**config.mk**
```make
export PLATFORM = sky130hd
export DESIGN_NAME = bcd_display_mux
export DESIGN_NICKNAME = d
export VERILOG_FILES = /design/src/rtl/bcd_display_mux.sv
export SDC_FILE = /design/constraint.sdc
export NUM_CORES = 1
export LEC_CHECK = 0
export BUFFER_PORTS_ARGS = -buffer_cell sky130_fd_sc_hd__buf_4
export CAP_MARGIN = 40
export CORE_ASPECT_RATIO = 1.4
export CORE_MARGIN = 4
export CORE_UTILIZATION = 53
export DETAILED_ROUTE_END_ITERATION = 10
export HOLD_SLACK_MARGIN = 0.08
export PLACE_DENSITY = 0.78
export SYNTH_ARGS = -nofsm -noshare
export SYNTH_HDL_FRONTEND = slang
export SYNTH_SLANG_ARGS = --single-unit
export TNS_END_PERCENT = 1
```
**constraint.sdc**
```tcl
create_clock -name clk -period 2.53 [get_ports clk]
set_input_delay 0.1265 -clock clk [delete_from_list [all_inputs] [get_ports clk]]
set_output_delay 0.1265 -clock clk [all_outputs]
set_load 0.02 [all_outputs]
```
**src/rtl/bcd_display_mux.sv**
```systemverilog
// Multiplexed 7-segment driver for NUM_DIGITS packed BCD digits.
// A shadow register captures the BCD word on load. A prescaler holds each digit
// for REFRESH_DIV cycles before moving to the next one. Segment and anode lines
// are active-low and registered, so they follow idx and shadow one cycle later.
// Leading zeros can be blanked; digit 0 is never blanked.
module bcd_display_mux #(
   parameter int NUM_DIGITS  = 4,
   parameter int REFRESH_DIV = 4
) (
   input  logic                    clk,
   input  logic                    reset,
   input  logic [4*NUM_DIGITS-1:0] digits_in,
   input  logic                    load,
   input  logic                    blank_lz,
   output logic [6:0]              seg,
   output logic [NUM_DIGITS-1:0]   an
);

   localparam int PW = (REFRESH_DIV > 1) ? $clog2(REFRESH_DIV) : 1;
   localparam int IW = (NUM_DIGITS > 1) ? $clog2(NUM_DIGITS) : 1;
   localparam logic [PW-1:0] PRE_MAX = PW'(REFRESH_DIV - 1);
   localparam logic [IW-1:0] IDX_MAX = IW'(NUM_DIGITS - 1);

   logic [PW-1:0]           prescaler;
   logic [IW-1:0]           idx;
   logic [4*NUM_DIGITS-1:0] shadow;

   logic [3:0]              cur_digit;
   logic                    cur_blank;
   logic                    upper_zero;
   logic [6:0]              seg_next;
   logic [NUM_DIGITS-1:0]   an_next;

   // Select the scanned digit and decide blanking. The loop walks from the most
   // significant digit downward, so upper_zero holds "this digit and every higher
   // digit are 0" at the point where the loop reaches the scanned digit.
   always_comb begin
      cur_digit  = 4'd0;
      cur_blank  = 1'b0;
      upper_zero = 1'b1;
      an_next    = '1;
      for (int i = NUM_DIGITS - 1; i >= 0; i--) begin
         if (shadow[4*i +: 4] != 4'd0) begin
            upper_zero = 1'b0;
         end
         if (IW'(i) == idx) begin
            cur_digit  = shadow[4*i +: 4];
            cur_blank  = blank_lz && (i != 0) && upper_zero;
            an_next[i] = 1'b0;
         end
      end
   end

   // Active-low segment encoding {g,f,e,d,c,b,a}. Non-BCD codes 10..15 show a dash.
   always_comb begin
      seg_next = 7'h3F;
      if (cur_blank) begin
         seg_next = 7'h7F;
      end else begin
         case (cur_digit)
            4'd0:    seg_next = 7'h40;
            4'd1:    seg_next = 7'h79;
            4'd2:    seg_next = 7'h24;
            4'd3:    seg_next = 7'h30;
            4'd4:    seg_next = 7'h19;
            4'd5:    seg_next = 7'h12;
            4'd6:    seg_next = 7'h02;
            4'd7:    seg_next = 7'h78;
            4'd8:    seg_next = 7'h00;
            4'd9:    seg_next = 7'h10;
            default: seg_next = 7'h3F;
         endcase
      end
   end

   // Prescaler, scan index, shadow capture and output registers.
   // Reset overrides load and the scan advance.
   always_ff @(posedge clk) begin
      if (reset) begin
         prescaler <= '0;
         idx       <= '0;
         shadow    <= '0;
         seg       <= 7'h7F;
         an        <= '1;
      end else begin
         seg <= seg_next;
         an  <= an_next;
         if (load) begin
            shadow <= digits_in;
         end
         if (prescaler == PRE_MAX) begin
            prescaler <= '0;
            idx       <= (idx == IDX_MAX) ? '0 : idx + 1'b1;
         end else begin
            prescaler <= prescaler + 1'b1;
         end
      end
   end

endmodule

```
==> flow_metrics.py <==
metrics = {
    "place": {
        "dp_cells": 204,
        "dpl.hpwl_microns": 2100,
        "port_buffers": 30,
        "gp_congestion": 0.881,
    },
    "clock_network": {
        "post-cts-setup-buffers": 0,
        "clock_sinks": 31,
        "clk_latency_ns": 0.34,
        "cts_tree": "built",
        "clock_path_buffers": 2,
        "htree_levels": 2,
        "cts_root_buf": "clkbuf_4",
        "cts_made_buffers": 5,
        "clk_pin_slew_ns": 0.10,
        "cts_resized": 0,
    },
    "synth": {
        "synth-xor-area-share_pct": 0,
        "synth_top_family_by_area": "simple AND/OR/NAND/NOR gates",
        "synth_edf_count": 0,
        "synth-main-ff-cell": "dfxtp_1",
        "yosys-top-cells-area": "dfxtp_1, mux2i_1, nor2_1",
        "syn_inst": 145,
        "yosysMostFrequentCell": "dfxtp_1",
        "yosys.area_share.simple_pct": 19.5,
        "synth_commonest_cells": "dfxtp_1, nor2_1, mux2i_1",
        "avgSynthCellArea_sq_um": 10.0,
        "synth_nets": 171,
        "yosysUniqueCellTypes": 35,
        "synth.area.mux_share_pct": 12.4,
        "yosys.area.top_type": "dfxtp_1",
        "yosysWarnings": 0,
        "synth_compound_area_share_pct": 15.6,
        "ys_async_sr_fraction_pct": 0,
        "netlist.area_leader.share_pct": 42.8,
        "yosysSeqAreaShare_pct": 42.8,
        "synth_seq_cells": 31,
        "netlist_area_sq_um": 1450,
        "yosys.area_share.adder_pct": 5.18,
    },
    "finish": {
        "antenna_cells": 0,
        "syn_to_final_growth_pct": 29.9,
        "final_cells": 228,
        "layout.nets": 217,
        "num-fill-cells": 203,
        "drive_gt1_share_pct": 24.5,
    },
    "floorplanning": {
        "die_y_microns": 69.9,
        "ios": 31,
        "die_area_sq_um": 3650,
        "rows": 22,
        "fp.dieW_microns": 52.2,
        "initial_utilization_pct": 55.5,
        "core_sq_um": 2620,
    },
    "worst_setup_path": {
        "cp_slowest_cell": "dfxtp_1",
        "arrival_ns": 2.42,
        "worstSetupEndpointType": "flop",
        "crit_chain": "inv_1, ha_1, nor2_2, o211ai_1, nand2_1, inv_1, ha_1, inv_1, o21ai_0, nand3_1",
        "worstSetupStartpointType": "flop",
        "cp_max_fo": 13,
        "critical_path_class": "flop to flop",
        "cp.required_ns": 2.76,
        "slowest_delay_ns": 0.41,
        "crit_top_cell": "inv_1",
    },
    "pwr": {
        "combPwrFrac_pct": 23.6,
        "power_frac_clock_pct": 25.0,
        "p_leak_uw": 0.000825,
        "p_per_area_nw_per_um2": 567,
        "irDropWorstVdd_mv": 0.494,
        "internal_power_uw": 762,
        "p_switching_uw": 307,
        "seq_power_share_pct": 51.4,
        "switching_share_pct": 28.7,
    },
    "timing": {
        "worstMarginPinSlew_ns": 0.455,
        "rsz0062_at_grt": "no",
        "setup_viol_count_final": 0,
        "relSlewSlack_pct": 69.6,
        "maxSlewViolCount": 0,
        "finalClockSkew_ns": 0.0148,
        "finalSetupTns_ns": 0,
        "finalHoldViolCount": 0,
        "final.min_clock_period_ns": 2.19,
        "fmax_mhz": 456,
        "period_share_pct": 86.7,
    },
    "drt": {
        "drc": 0,
        "first_iter_violations": 19,
        "wl_per_cell_microns": 12.9,
        "drt-vias-per-instance": 5.23,
        "first_pass_iters": 4,
        "wirelength_microns": 2940,
        "vias": 1192,
        "ant_nets": 0,
    },
    "grt": {
        "grt_max_degree": 26,
        "grt_overflow_total": 0,
        "grt_pass1_vias": 1169,
        "grt_pass1_wl_microns": 5020,
        "antenna_found_initial": 0,
        "grt_usage_pct": 18.3,
    },
    "min_path": {
        "hp-class": "input pin to flop",
    },
    "outcome": {
        "status": "completed",
    },
    "job": {
        "maxCapViolations": 0,
    },
}
[sequential cells by signal, indices dropped and copies added (netlist names)]
register and cells:
an 4, idx 2, prescaler 2, seg 7
shadow 16
[stage by stage]
stage	hold slack, ns	total power, uW	setup WS [ns]	instance area (sq um)	util (%)
2_1_floorplan	0.223	719	0.557	1450	-
3_3_place_gp	0.359	786	0.509	1670	64.0
3_5_place_dp	0.368	794	0.342	1670	64.0
4_1_cts	0.128	1080	0.326	1880	72.1
5_1_grt	0.138	1130	0.137	1880	72.1
6_report	0.142	1070	0.336	1880	72.1
[power by group through the flow]
| stage | logic, uW | registers, uW | clock network [uW] |
|---|---|---|---|
| after detailed placement | 233 | 561 | 0 |
| after global placement | 226 | 559 | 0 |
| after floorplan | 138 | 581 | 0 |
| after global routing | 277 | 553 | 298 |
| final | 252 | 549 | 267 |
| after CTS | 253 | 550 | 277 |
[repair_timing]
item,CTS,global route
hold buffers,16,0
endpoints found under the hold margin,16,0
setup endpoints to repair,0,0
[placed cells by master (no fill, tap or decap), types with 2 or more instances in the layout]
cell            n
a211oi_1        2
a211oi_4        2
a21boi_2        2
a21oi_1         4
a31oi_4         2
buf_4          30
clkbuf_1        2
clkbuf_4        5
dfxtp_1        31
dlygate4sd3_1  16
ha_1            6
inv_1           5
mux2i_1        18
nand2_1         7
nand2b_1        3
nand3_1         2
nand3b_1        2
nor2_1         24
nor2b_1         3
nor3b_1         5
o21ai_0         3
o21ai_1         4
[worst max-delay path: cells and delay by family, from the launching register on]
| family | cells | cell delay, ns |
|---|---|---|
| adder cells (fa/ha/maj) | 2 | 0.66 |
| AO/OA/AOI/OAI | 2 | 0.31 |
| flip-flops | 1 | 0.41 |
| buffers and inverters | 3 | 0.22 |
| AND/OR/NAND/NOR | 3 | 0.50 |
[layer usage]
metal	wire length [microns]	vias up	GRT usage, %
met1	1130	556	18.9
met2	1530	35	30.8
met3	166	11	5.33
li1	-	590	-
met5	0	-	0
met4	110	0	12.2
[area by class of cell]
cell class | instances | area [sq um] | share of cell area [%]
Sequential cell | 31 | 621 | 32.9
Clock inverter | 1 | 5.00 | 0.266
Timing Repair Buffer | 46 | 385 | 20.5
Clock buffer | 7 | 45.0 | 2.39
Inverter | 5 | 18.8 | 0.996
Multi-Input combinational cell | 102 | 764 | 40.6
Tap cell | 36 | 45.0 | 2.39
[path summary, 6_finish.rpt]
kind,start,to,slack [ns],depth (start not counted)
setup reg to reg,idx[0],seg[3],0.34,10
hold / removal,reset,shadow[3],0.14,2
setup / recovery,idx[0],seg[3],0.34,10
hold reg to reg,prescaler[0],prescaler[0],0.44,1
[cells by family (layout without fill, tap and decap cells)]
group,after synthesis,in the layout
buffers and inverters,12,59
adder cells (fa/ha/maj),6,6
AO/OA/AOI/OAI,25,25
multiplexers,18,18
AND/OR/NAND/NOR,53,53
flip-flops,31,31
(Power assumes the default switching activity.)
